## src/rtl/beta_pkg.sv

```systemverilog
// Shared types for the data-memory controller: FSM state encoding and a
// width helper used by the interface and the controller.
package beta_pkg;

    localparam int dmem_fsm_bsize = 2;

    typedef enum logic [dmem_fsm_bsize-1:0] {
        DMEM_IDLE = 2'd0,
        DMEM_WAIT = 2'd1,
        DMEM_MEM  = 2'd2,
        DMEM_RESP = 2'd3
    } dmem_state_e;

    function automatic int unsigned clog2_min1(input int unsigned n);
        return (n > 1) ? $clog2(n) : 1;
    endfunction

endpackage

```

## src/rtl/beta_dmem_ctrl_if.sv

```systemverilog
// Load/store request channels plus the SRAM port of the data-memory controller.
// The controller uses the slave view; a CPU/SRAM model uses the master view.
interface beta_dmem_ctrl_if
    import beta_pkg::*;
#(
    parameter int DataWidth    = 32,
    parameter int AddressWidth = 32,
    parameter int MemWords     = 1024
);
    localparam int MemAw = clog2_min1(MemWords);

    logic                    rdata_req_i;
    logic [AddressWidth-1:0] rdata_addr_i;
    logic [3:0]              rdata_strb_i;
    logic                    rdata_ready_o;
    logic                    rdata_valid_o;
    logic [DataWidth-1:0]    rdata_data_o;
    logic                    wdata_req_i;
    logic [AddressWidth-1:0] wdata_addr_i;
    logic [DataWidth-1:0]    wdata_data_i;
    logic [3:0]              wdata_strb_i;
    logic                    wdata_ready_o;
    logic                    wdata_valid_o;
    logic                    dmem_err_o;
    logic                    mem_en_o;
    logic                    mem_we_o;
    logic [MemAw-1:0]        mem_addr_o;
    logic [3:0]              mem_be_o;
    logic [DataWidth-1:0]    mem_wdata_o;
    logic [DataWidth-1:0]    mem_rdata_i;

    modport slave (
        input  rdata_req_i, rdata_addr_i, rdata_strb_i,
        output rdata_ready_o, rdata_valid_o, rdata_data_o,
        input  wdata_req_i, wdata_addr_i, wdata_data_i, wdata_strb_i,
        output wdata_ready_o, wdata_valid_o, dmem_err_o,
        output mem_en_o, mem_we_o, mem_addr_o, mem_be_o, mem_wdata_o,
        input  mem_rdata_i
    );

    modport master (
        output rdata_req_i, rdata_addr_i, rdata_strb_i,
        input  rdata_ready_o, rdata_valid_o, rdata_data_o,
        output wdata_req_i, wdata_addr_i, wdata_data_i, wdata_strb_i,
        input  wdata_ready_o, wdata_valid_o, dmem_err_o,
        input  mem_en_o, mem_we_o, mem_addr_o, mem_be_o, mem_wdata_o,
        output mem_rdata_i
    );

endinterface

```

## src/rtl/beta_dmem_lane_align.sv

```systemverilog
// Combinational byte-lane steering between a right-aligned CPU datum and a
// word-wide SRAM, plus the access-error check (lane overflow or out of range).
module beta_dmem_lane_align #(
    parameter int DataWidth    = 32,
    parameter int AddressWidth = 32,
    parameter int MemWords     = 1024,
    parameter int MemAw        = 10
) (
    input  logic [AddressWidth-1:0] i_addr,
    input  logic [3:0]              i_strb,
    input  logic [DataWidth-1:0]    i_wdata,
    input  logic [DataWidth-1:0]    i_mem_rdata,
    output logic                    o_err,
    output logic [MemAw-1:0]        o_word_addr,
    output logic [3:0]              o_be,
    output logic [DataWidth-1:0]    o_wdata,
    output logic [DataWidth-1:0]    o_rdata
);
    logic [1:0]              w_off;
    logic [6:0]              w_lanes;
    logic [AddressWidth-1:0] w_word;
    logic [DataWidth-1:0]    w_rshift;

    assign w_off   = i_addr[1:0];
    assign w_lanes = {3'b000, i_strb} << w_off;
    assign w_word  = i_addr >> 2;

    // Any lane pushed past lane 3 means the access straddles a word boundary.
    assign o_err       = (|w_lanes[6:4]) || (w_word >= AddressWidth'(MemWords));
    assign o_word_addr = w_word[MemAw-1:0];
    assign o_be        = w_lanes[3:0];
    assign o_wdata     = i_wdata << {w_off, 3'b000};
    assign w_rshift    = i_mem_rdata >> {w_off, 3'b000};

    generate
        for (genvar gi = 0; gi < 4; gi++) begin : g_lane
            assign o_rdata[8*gi +: 8] = i_strb[gi] ? w_rshift[8*gi +: 8] : 8'h00;
        end
    endgenerate

endmodule

```

## src/rtl/beta_dmem_ctrl.sv

```systemverilog
// Single-outstanding data-memory controller: arbitrates load/store requests,
// inserts optional wait states and performs one SRAM access per transaction.
module beta_dmem_ctrl
    import beta_pkg::*;
#(
    parameter int DataWidth    = 32,
    parameter int AddressWidth = 32,
    parameter int WaitStates   = 0,
    parameter int MemWords     = 1024
) (
    input  logic             clk_i,
    input  logic             rst_i,
    beta_dmem_ctrl_if.slave  bus
);
    localparam int MemAw = clog2_min1(MemWords);
    localparam int CntW  = clog2_min1(WaitStates + 1);

    dmem_state_e             r_state;
    dmem_state_e             w_state_next;
    logic                    r_is_store;
    logic [AddressWidth-1:0] r_addr;
    logic [3:0]              r_strb;
    logic [DataWidth-1:0]    r_wdata;
    logic [CntW-1:0]         r_cnt;
    logic                    r_rready, r_wready, r_rvalid, r_wvalid, r_err;
    logic [DataWidth-1:0]    r_rdata;

    logic                    w_accept_store, w_accept_load, w_err;
    logic [MemAw-1:0]        w_mem_addr;
    logic [3:0]              w_mem_be;
    logic [DataWidth-1:0]    w_mem_wdata, w_load_data;

    // Stores win when both channels request in the same cycle.
    assign w_accept_store = (r_state == DMEM_IDLE) && bus.wdata_req_i;
    assign w_accept_load  = (r_state == DMEM_IDLE) && bus.rdata_req_i && !bus.wdata_req_i;

    beta_dmem_lane_align #(
        .DataWidth    (DataWidth),
        .AddressWidth (AddressWidth),
        .MemWords     (MemWords),
        .MemAw        (MemAw)
    ) u_align (
        .i_addr      (r_addr),
        .i_strb      (r_strb),
        .i_wdata     (r_wdata),
        .i_mem_rdata (bus.mem_rdata_i),
        .o_err       (w_err),
        .o_word_addr (w_mem_addr),
        .o_be        (w_mem_be),
        .o_wdata     (w_mem_wdata),
        .o_rdata     (w_load_data)
    );

    always_ff @(posedge clk_i) begin
        if (rst_i) r_state <= DMEM_IDLE;
        else       r_state <= w_state_next;
    end

    always_comb begin
        w_state_next = r_state;
        case (r_state)
            DMEM_IDLE: if (w_accept_store || w_accept_load) w_state_next = DMEM_WAIT;
            DMEM_WAIT: if (r_cnt == '0) w_state_next = w_err ? DMEM_RESP : DMEM_MEM;
            DMEM_MEM:  w_state_next = DMEM_RESP;
            DMEM_RESP: w_state_next = DMEM_IDLE;
            default:   w_state_next = DMEM_IDLE;
        endcase
    end

    always_ff @(posedge clk_i) begin
        if (rst_i) begin
            r_is_store <= 1'b0;
            r_addr     <= '0;
            r_strb     <= '0;
            r_wdata    <= '0;
            r_cnt      <= '0;
            r_rready   <= 1'b0;
            r_wready   <= 1'b0;
            r_rvalid   <= 1'b0;
            r_wvalid   <= 1'b0;
            r_err      <= 1'b0;
            r_rdata    <= '0;
        end else begin
            r_rready <= 1'b0;
            r_wready <= 1'b0;
            r_rvalid <= 1'b0;
            r_wvalid <= 1'b0;
            r_err    <= 1'b0;
            case (r_state)
                DMEM_IDLE: begin
                    if (w_accept_store || w_accept_load) begin
                        r_is_store <= w_accept_store;
                        r_addr     <= w_accept_store ? bus.wdata_addr_i : bus.rdata_addr_i;
                        r_strb     <= w_accept_store ? bus.wdata_strb_i : bus.rdata_strb_i;
                        r_wdata    <= bus.wdata_data_i;
                        r_cnt      <= CntW'(WaitStates);
                        r_wready   <= w_accept_store;
                        r_rready   <= w_accept_load;
                    end
                end
                DMEM_WAIT: if (r_cnt != '0) r_cnt <= r_cnt - 1'b1;
                DMEM_RESP: begin
                    // SRAM read data arrives this cycle, one after the MEM cycle.
                    r_wvalid <= r_is_store;
                    r_rvalid <= !r_is_store;
                    r_err    <= w_err;
                    if (!r_is_store) r_rdata <= w_err ? '0 : w_load_data;
                end
                default: ;
            endcase
        end
    end

    always_comb begin
        bus.mem_en_o    = 1'b0;
        bus.mem_we_o    = 1'b0;
        bus.mem_addr_o  = '0;
        bus.mem_be_o    = '0;
        bus.mem_wdata_o = '0;
        if (r_state == DMEM_MEM) begin
            bus.mem_en_o    = 1'b1;
            bus.mem_we_o    = r_is_store;
            bus.mem_addr_o  = w_mem_addr;
            bus.mem_be_o    = w_mem_be;
            bus.mem_wdata_o = w_mem_wdata;
        end
    end

    assign bus.rdata_ready_o = r_rready;
    assign bus.wdata_ready_o = r_wready;
    assign bus.rdata_valid_o = r_rvalid;
    assign bus.wdata_valid_o = r_wvalid;
    assign bus.dmem_err_o    = r_err;
    assign bus.rdata_data_o  = r_rdata;

endmodule

```

## src/flat_wrapper.sv

```systemverilog
// flat-port wrapper written by rule: the top's interface ports become plain ports
module beta_dmem_ctrl_flat import beta_pkg::*;
#(
    parameter int DataWidth    = 32,
    parameter int AddressWidth = 32,
    parameter int WaitStates   = 0,
    parameter int MemWords     = 1024
)
  (clk_i, rst_i, bus_rdata_req_i, bus_rdata_addr_i, bus_rdata_strb_i, bus_rdata_ready_o, bus_rdata_valid_o, bus_rdata_data_o, bus_wdata_req_i, bus_wdata_addr_i, bus_wdata_data_i, bus_wdata_strb_i, bus_wdata_ready_o, bus_wdata_valid_o, bus_dmem_err_o, bus_mem_en_o, bus_mem_we_o, bus_mem_addr_o, bus_mem_be_o, bus_mem_wdata_o, bus_mem_rdata_i);
  beta_dmem_ctrl_if #(.DataWidth(DataWidth), .AddressWidth(AddressWidth), .MemWords(MemWords)) bus_i ();
  input  logic clk_i;
  input  logic rst_i;
  input wire logic [$bits(bus_i.rdata_req_i)-1:0] bus_rdata_req_i;
  input wire logic [$bits(bus_i.rdata_addr_i)-1:0] bus_rdata_addr_i;
  input wire logic [$bits(bus_i.rdata_strb_i)-1:0] bus_rdata_strb_i;
  output wire logic [$bits(bus_i.rdata_ready_o)-1:0] bus_rdata_ready_o;
  output wire logic [$bits(bus_i.rdata_valid_o)-1:0] bus_rdata_valid_o;
  output wire logic [$bits(bus_i.rdata_data_o)-1:0] bus_rdata_data_o;
  input wire logic [$bits(bus_i.wdata_req_i)-1:0] bus_wdata_req_i;
  input wire logic [$bits(bus_i.wdata_addr_i)-1:0] bus_wdata_addr_i;
  input wire logic [$bits(bus_i.wdata_data_i)-1:0] bus_wdata_data_i;
  input wire logic [$bits(bus_i.wdata_strb_i)-1:0] bus_wdata_strb_i;
  output wire logic [$bits(bus_i.wdata_ready_o)-1:0] bus_wdata_ready_o;
  output wire logic [$bits(bus_i.wdata_valid_o)-1:0] bus_wdata_valid_o;
  output wire logic [$bits(bus_i.dmem_err_o)-1:0] bus_dmem_err_o;
  output wire logic [$bits(bus_i.mem_en_o)-1:0] bus_mem_en_o;
  output wire logic [$bits(bus_i.mem_we_o)-1:0] bus_mem_we_o;
  output wire logic [$bits(bus_i.mem_addr_o)-1:0] bus_mem_addr_o;
  output wire logic [$bits(bus_i.mem_be_o)-1:0] bus_mem_be_o;
  output wire logic [$bits(bus_i.mem_wdata_o)-1:0] bus_mem_wdata_o;
  input wire logic [$bits(bus_i.mem_rdata_i)-1:0] bus_mem_rdata_i;
  assign bus_i.rdata_req_i = bus_rdata_req_i;
  assign bus_i.rdata_addr_i = bus_rdata_addr_i;
  assign bus_i.rdata_strb_i = bus_rdata_strb_i;
  assign bus_rdata_ready_o = bus_i.rdata_ready_o;
  assign bus_rdata_valid_o = bus_i.rdata_valid_o;
  assign bus_rdata_data_o = bus_i.rdata_data_o;
  assign bus_i.wdata_req_i = bus_wdata_req_i;
  assign bus_i.wdata_addr_i = bus_wdata_addr_i;
  assign bus_i.wdata_data_i = bus_wdata_data_i;
  assign bus_i.wdata_strb_i = bus_wdata_strb_i;
  assign bus_wdata_ready_o = bus_i.wdata_ready_o;
  assign bus_wdata_valid_o = bus_i.wdata_valid_o;
  assign bus_dmem_err_o = bus_i.dmem_err_o;
  assign bus_mem_en_o = bus_i.mem_en_o;
  assign bus_mem_we_o = bus_i.mem_we_o;
  assign bus_mem_addr_o = bus_i.mem_addr_o;
  assign bus_mem_be_o = bus_i.mem_be_o;
  assign bus_mem_wdata_o = bus_i.mem_wdata_o;
  assign bus_i.mem_rdata_i = bus_mem_rdata_i;
  beta_dmem_ctrl #(.DataWidth(DataWidth), .AddressWidth(AddressWidth), .WaitStates(WaitStates), .MemWords(MemWords)) u_core (.clk_i(clk_i), .rst_i(rst_i), .bus(bus_i));
endmodule
```

## config.mk

```make
export PLATFORM = sky130hd
export DESIGN_NAME = beta_dmem_ctrl_flat
export DESIGN_NICKNAME = d
export VERILOG_FILES = /design/src/rtl/beta_pkg.sv /design/src/rtl/beta_dmem_ctrl_if.sv /design/src/rtl/beta_dmem_lane_align.sv /design/src/rtl/beta_dmem_ctrl.sv /design/src/flat_wrapper.sv
export SDC_FILE = /design/constraint.sdc
export NUM_CORES = 1
export LEC_CHECK = 0
export BUFFER_PORTS_ARGS = -buffer_cell sky130_fd_sc_hd__buf_2
export CAP_MARGIN = 10
export CORE_ASPECT_RATIO = 1.2
export CORE_UTILIZATION = 48
export DETAILED_ROUTE_END_ITERATION = 7
export GPL_ROUTABILITY_DRIVEN = 0
export PLACE_DENSITY = 0.8
export SYNTH_ARGS = -nofsm -noshare
export SYNTH_HDL_FRONTEND = slang
export SYNTH_SLANG_ARGS = --single-unit
```

## constraint.sdc

```tcl
create_clock -name clk_i -period 2 [get_ports clk_i]
set_input_delay 0.2 -clock clk_i [delete_from_list [all_inputs] [get_ports clk_i]]
set_output_delay 0.2 -clock clk_i [all_outputs]
set_load 0.1 [all_outputs]
```

# [Word-level counts from Yosys, hierarchy flattened]
# Index checks and enable logic that the tools add are counted.
[word_totals] regBits=109 input_bits=140 output_inout_bits=85 word_cells=61
[op_classes] magnitude_cmp=1 mux=19 n_eq_ne=5 n_reduce_logical=16 bitwise=4 add_sub_neg=1 shift=3
[ops] op="$mux W32" count=3
[ops] op="$mux W8" count=4
[ops] op="$shl A32 B5 Y32" count=1
[ops] op="$shr A32 B5 Y32" count=1
[ops] op="$ge A30 B11 Y1 const B" count=1
[ops] op="$mux W10" count=1
[ops] op="$mux W4" count=2
[ops] op="$pmux W2 S4" count=1
[ops] op="$reduce_and A2 Y1" count=4
[ops] op="$shl A4 B2 Y7" count=1
[ops] op="$reduce_or A3 Y1" count=2
[ops] op="$mux W1" count=5
[ops] op="$eq A2 B2 Y1 const B" count=2
[ops] op="$mux W2" count=2
[ops] op="$ne A2 B2 Y1 const B" count=2
[ops] op="$not A1 Y1" count=4
[ops] op="$logic_and A1 B1 Y1" count=3
[ops] op="$eq A2 B1 Y1 const B" count=1
[ops] op="$logic_not A1 Y1" count=2
[ops] op="$logic_not A2 Y1" count=1
[ops] op="$logic_or A1 B1 Y1" count=2
[ops] op="$pmux W1 S2" count=1
[ops] op="$reduce_bool A2 Y1" count=1
[ops] op="$reduce_or A2 Y1" count=1
[ops] op="$sub A1 B1 Y1 const B" count=1

# [Logic depth before layout (Yosys ltp)]
[logic_depth] word_depth=6 mapped_depth=7 mapped_depth_nobuf=5

# [By module]
# Synthesis repeated with hierarchy kept, for this count alone.
[unflattened] cells_unflattened=726 hier_area_um2=6239.7
[modules_own_cells] module="beta_dmem_ctrl" n_inst=1 cells_per_inst=527 area_each_um2=4813.4 seq_area_each_um2=2162.1
[modules_own_cells] module="beta_dmem_lane_align" n_inst=1 cells_per_inst=199 area_each_um2=1426.4 seq_area_each_um2=0.0

# [Worst setup path after synthesis]
# OpenSTA, ideal clock, no wires.
[synth_timing] path_kind="register to output" start="register u_core.r_state[0]" end="output bus_mem_wdata_o[29]" n_path_buf=1 t_required_ns=1.800 stages_incl_launch_ff=6 setup_slack_ns=-2.425 arrival_time_ns=4.225 path_cell_list="dfxtp_1 -> inv_1 -> ha_1 -> clkinv_1 -> clkbuf_1 -> a211oi_1"
[synth_via] elab_chain_len=2
[synth_lines] item="from (decl)" line_no="beta_dmem_ctrl.sv:18" source="dmem_state_e r_state;"
[synth_lines] item="from (signal assigned)" line_no="beta_dmem_ctrl.sv:56" source="else r_state <= w_state_next;"
[synth_lines] item="$eq A2 B2 Y1" line_no="beta_dmem_ctrl.sv:120" source="if (r_state == DMEM_MEM) begin"
[synth_lines] item="$mux W32" line_no="beta_dmem_ctrl.sv:120"
[synth_lines] item="to (decl)" line_no="flat_wrapper.sv:30" source="output wire logic [$bits(bus_i.mem_wdata_o)-1:0] bus_mem_wdata_o;"
# Every way passes these cells.

# [Worst setup path after layout]
[layout_timing] start="register u_core.r_addr[1]" end="output bus_mem_wdata_o[28]"
[layout_via] elab_chain_len=2
[layout_lines] item="from (decl)" line_no="beta_dmem_ctrl.sv:21" source="logic [AddressWidth-1:0] r_addr;"
[layout_lines] item="from (signal assigned)" line_no="beta_dmem_ctrl.sv:93" source="r_addr <= w_accept_store ? bus.wdata_addr_i : bus.rdata_addr_i;"
[layout_lines] item="$shl A32 B5 Y32" line_no="beta_dmem_lane_align.sv:32" source="assign o_wdata = i_wdata << {w_off, 3'b000};"
[layout_lines] item="$mux W32" line_no="beta_dmem_ctrl.sv:120"
# Every way passes these cells.

==> reports/metrics.csv <==
stage;metric;value;unit
pwr;p_sw;4.538;mW
synthesis;synth_edf_count;0;
place;hpwl;12.93;mm
floorplan;die_w;98.45;um
floorplan;initial_utilization;50.21;%
worst_setup_path;crit_path_max_fanout;11;
sta;min_period_over_period;101.6;%
synthesis;seq_area_frac_synth;40.35;%
cells_and_area;final_common_cell;buf_2;
cells_and_area;area_growth_syn_to_layout;46.80;%
cells_and_area;drive_gt1_share;40.84;%
clock_tree;cts_tree;built;
global_routing;grtUsageTotal;29.31;%
route;drc;16;
floorplan;num_rows;41;
route;wirelength;17.88;mm
sta;hold_viol_final;0;
synthesis;synth_seq_cells;108;
place;dp_worst_setup_slack;-0.003250;ns
synthesis;synth.avg_cell_area;8.243;um^2
clock_tree;hold_buffers;0;
cells_and_area;multiInputGateArea;3277;um^2
sta;slew_headroom;46.70;%
sta;period_needed;2.031;ns
clock_tree;htree_num_levels;3;
pwr;ir_drop;0.9070;mV
pwr;power_density;1254;nW/um^2
floorplan;io_pins;225;
pwr;combPwrFrac;52.6;%
status;status;finished, violations left;
worst_hold_path;hp-class;in2reg;
route;ant_nets;0;
clock_tree;cts_buffers;9;
pwr;p_clk_share;16.3;%
clock_tree;clock_latency;0.34;ns
global_routing;overflow;0;
sta;maxSlewViolCount;0;
worst_setup_path;cp.required;1.80;ns
synthesis;synthCells;650;
worst_setup_path;worstSetupStartpointType;register;
cells_and_area;fin_area;7865;um^2
clock_tree;cts_max_path_buffers;2;
cells_and_area;final_cell_mix;188 x buf_2, 115 x nand2_1, 104 x dfxtp_1;
route;vias;5830;
global_routing;antenna_found_initial;3;
synthesis;yosysUniqueCellTypes;37;
place;port_buffers;224;
status;violations;design-rule violations, negative setup slack;
global_routing;first_global_vias;5549;
cells_and_area;regArea;2172;um^2
pwr;p_int;5.324;mW
sta;rsz0062_at_grt;true;
synthesis;syn-num-nets;795;
worst_setup_path;arrival;1.83;ns
floorplan;placeableCoreArea;10670;um^2
place;place_area;7383;um^2
sta;fin_worst_skew;0.005623;ns
route;vias_per_cell;5.901;
sta;worst_slack;-0.03147;ns
clock_tree;cts.sink_count;108;
clock_tree;clk_pin_slew;0.07;ns
synthesis;ys.flop_type;dfxtp_1;
sta;fmax;492.3;MHz
cells_and_area;fillers;776;
floorplan;die_area;11590;um^2
sta;setup_viol;1;
pwr;seqPwrFrac;31.1;%
worst_setup_path;critPathKind;reg2out;
sta;fin_setup_tns;-0.03147;ns
flow_run;maxCapViolCount;0;
route;firstDrtPassIters;8;
pwr;p_leak;3.283;nW
route;drt_iter0_markers;295;
worst_setup_path;cp-end-kind;primary output;
global_routing;grt_max_degree;76;
cells_and_area;finish.net_count;998;
sta;worstMarginPinSlew;0.7995;ns
pwr;swShare;46.02;%
synthesis;ys_async_sr_fraction;0;%
floorplan;die_h;117.7;um
synthesis;syn_area;5358;um^2
global_routing;grt_pass1_wl;27.02;mm
synthesis;yosysWarningCount;0;
clock_tree;root_buffer;clkbuf_16;
route;drt-wirelength-per-cell;18.10;um
[flip-flops by register name, summed over array words and instances (netlist names)]
name,count
u_core.bus.rdata_data_o,32
u_core.r_addr,32
u_core.r_wdata,32
u_core.r_strb,4
u_core.r_state,2
u_core.bus.dmem_err_o,1
u_core.bus.rdata_ready_o,1
u_core.bus.rdata_valid_o,1
u_core.bus.wdata_ready_o,1
u_core.bus.wdata_valid_o,1
u_core.r_is_store,1
[routing by layer]
metal  vias up  routed length [um]  part of all wire [%]  track usage (%)
met5         -                   0                     0                0
met4         0                 641                   3.6            13.71
met3        51                1538                   8.6            5.582
met2       314                8945                    50            50.97
met1      2754                6758                    38            34.56
li1       2711                   -                     -                -
[repair_timing]
| item | in CTS | in global routing |
|---|---|---|
| resized for setup | 12 | 12 |
| pin swaps | 1 | 0 |
| buffers inserted | 1 | 3 |
| endpoints found under the setup margin | 49 | 30 |
| gates cloned | 0 | 1 |
[worst max-delay path, stage by stage (launching register included)]
cell       delay (ns)
dfxtp_4          0.44
buf_4            0.15
clkbuf_16        0.15
nor2b_1          0.05
a211oi_1         0.42
a211oi_4         0.09
buf_12           0.19
[synth_stat cells (6+ instances only)]
master    number  area share, %
a21oi_1       53            5.0
a311oi_1      36            5.9
mux2_2        10            2.1
mux2i_1       26            4.9
clkbuf_1      36            2.5
nor4_4         6            2.4
nand3_1       37            3.5
a22o_1        31            5.1
dfxtp_1      108             40
nand2_1      115            8.1
buf_2         15            1.4
a211oi_1      26            3.6
nor2b_1       20            2.3
o21ai_0        9           0.84
and2_1        21            2.5
nor2_1        65            4.6
[through the flow]
step           cells  utilization (%)  total power, mW  hold WS [ns]
2_1_floorplan    650                -            6.546        0.3257
6_report         988            73.71            9.862       0.09946
3_3_place_gp     966            69.20            7.753        0.4364
3_5_place_dp     966            69.20            7.914        0.4443
5_1_grt          988            73.71            10.38       0.09183
4_1_cts          982            72.27            9.600       0.08802
[power by group through the flow]
stage	clock, mW	combinational, mW	sequential, mW
global placement	0	4.72	3.03
CTS	1.63	4.94	3.03
detailed placement	0	4.85	3.06
global route	1.70	5.56	3.11
floorplan	0	3.57	2.98
finish	1.61	5.18	3.07
[layout make-up]
class | instances | share of cell area (%)
Clock buffer | 11 | 2.959
Sequential cell | 108 | 27.62
Tap cell | 129 | 2.052
Multi-Input combinational cell | 481 | 41.66
Inverter | 4 | 0.3500
Antenna cell | 2 | 0.06363
Clock inverter | 4 | 0.3500
Timing Repair Buffer | 249 | 24.94
[path summary, 6_finish.rpt]
path                                endpoint  depth (start not counted)  slack (ns)                 from
setup reg to reg  u_core.bus.rdata_data_o[2]                          5        0.16    u_core.r_state[1]
hold reg to reg           u_core.r_wdata[25]                          2        0.46   u_core.r_wdata[25]
setup / recovery         bus_mem_wdata_o[28]                          6       -0.03     u_core.r_addr[1]
hold / removal             u_core.r_wdata[8]                          3         0.1  bus_wdata_data_i[8]
[kinds of logic after synthesis]
family / after synthesis / synth area share [%]
adders and majority gates: 5 / 1.168
DFF: 108 / 40.35
muxes: 36 / 6.959
AOI/OAI and AO/OA: 160 / 21.11
buffers and inverters: 61 / 4.694
and+or+nand+nor: 280 / 25.71
Note: power is estimated with default switching activity, not from simulation.
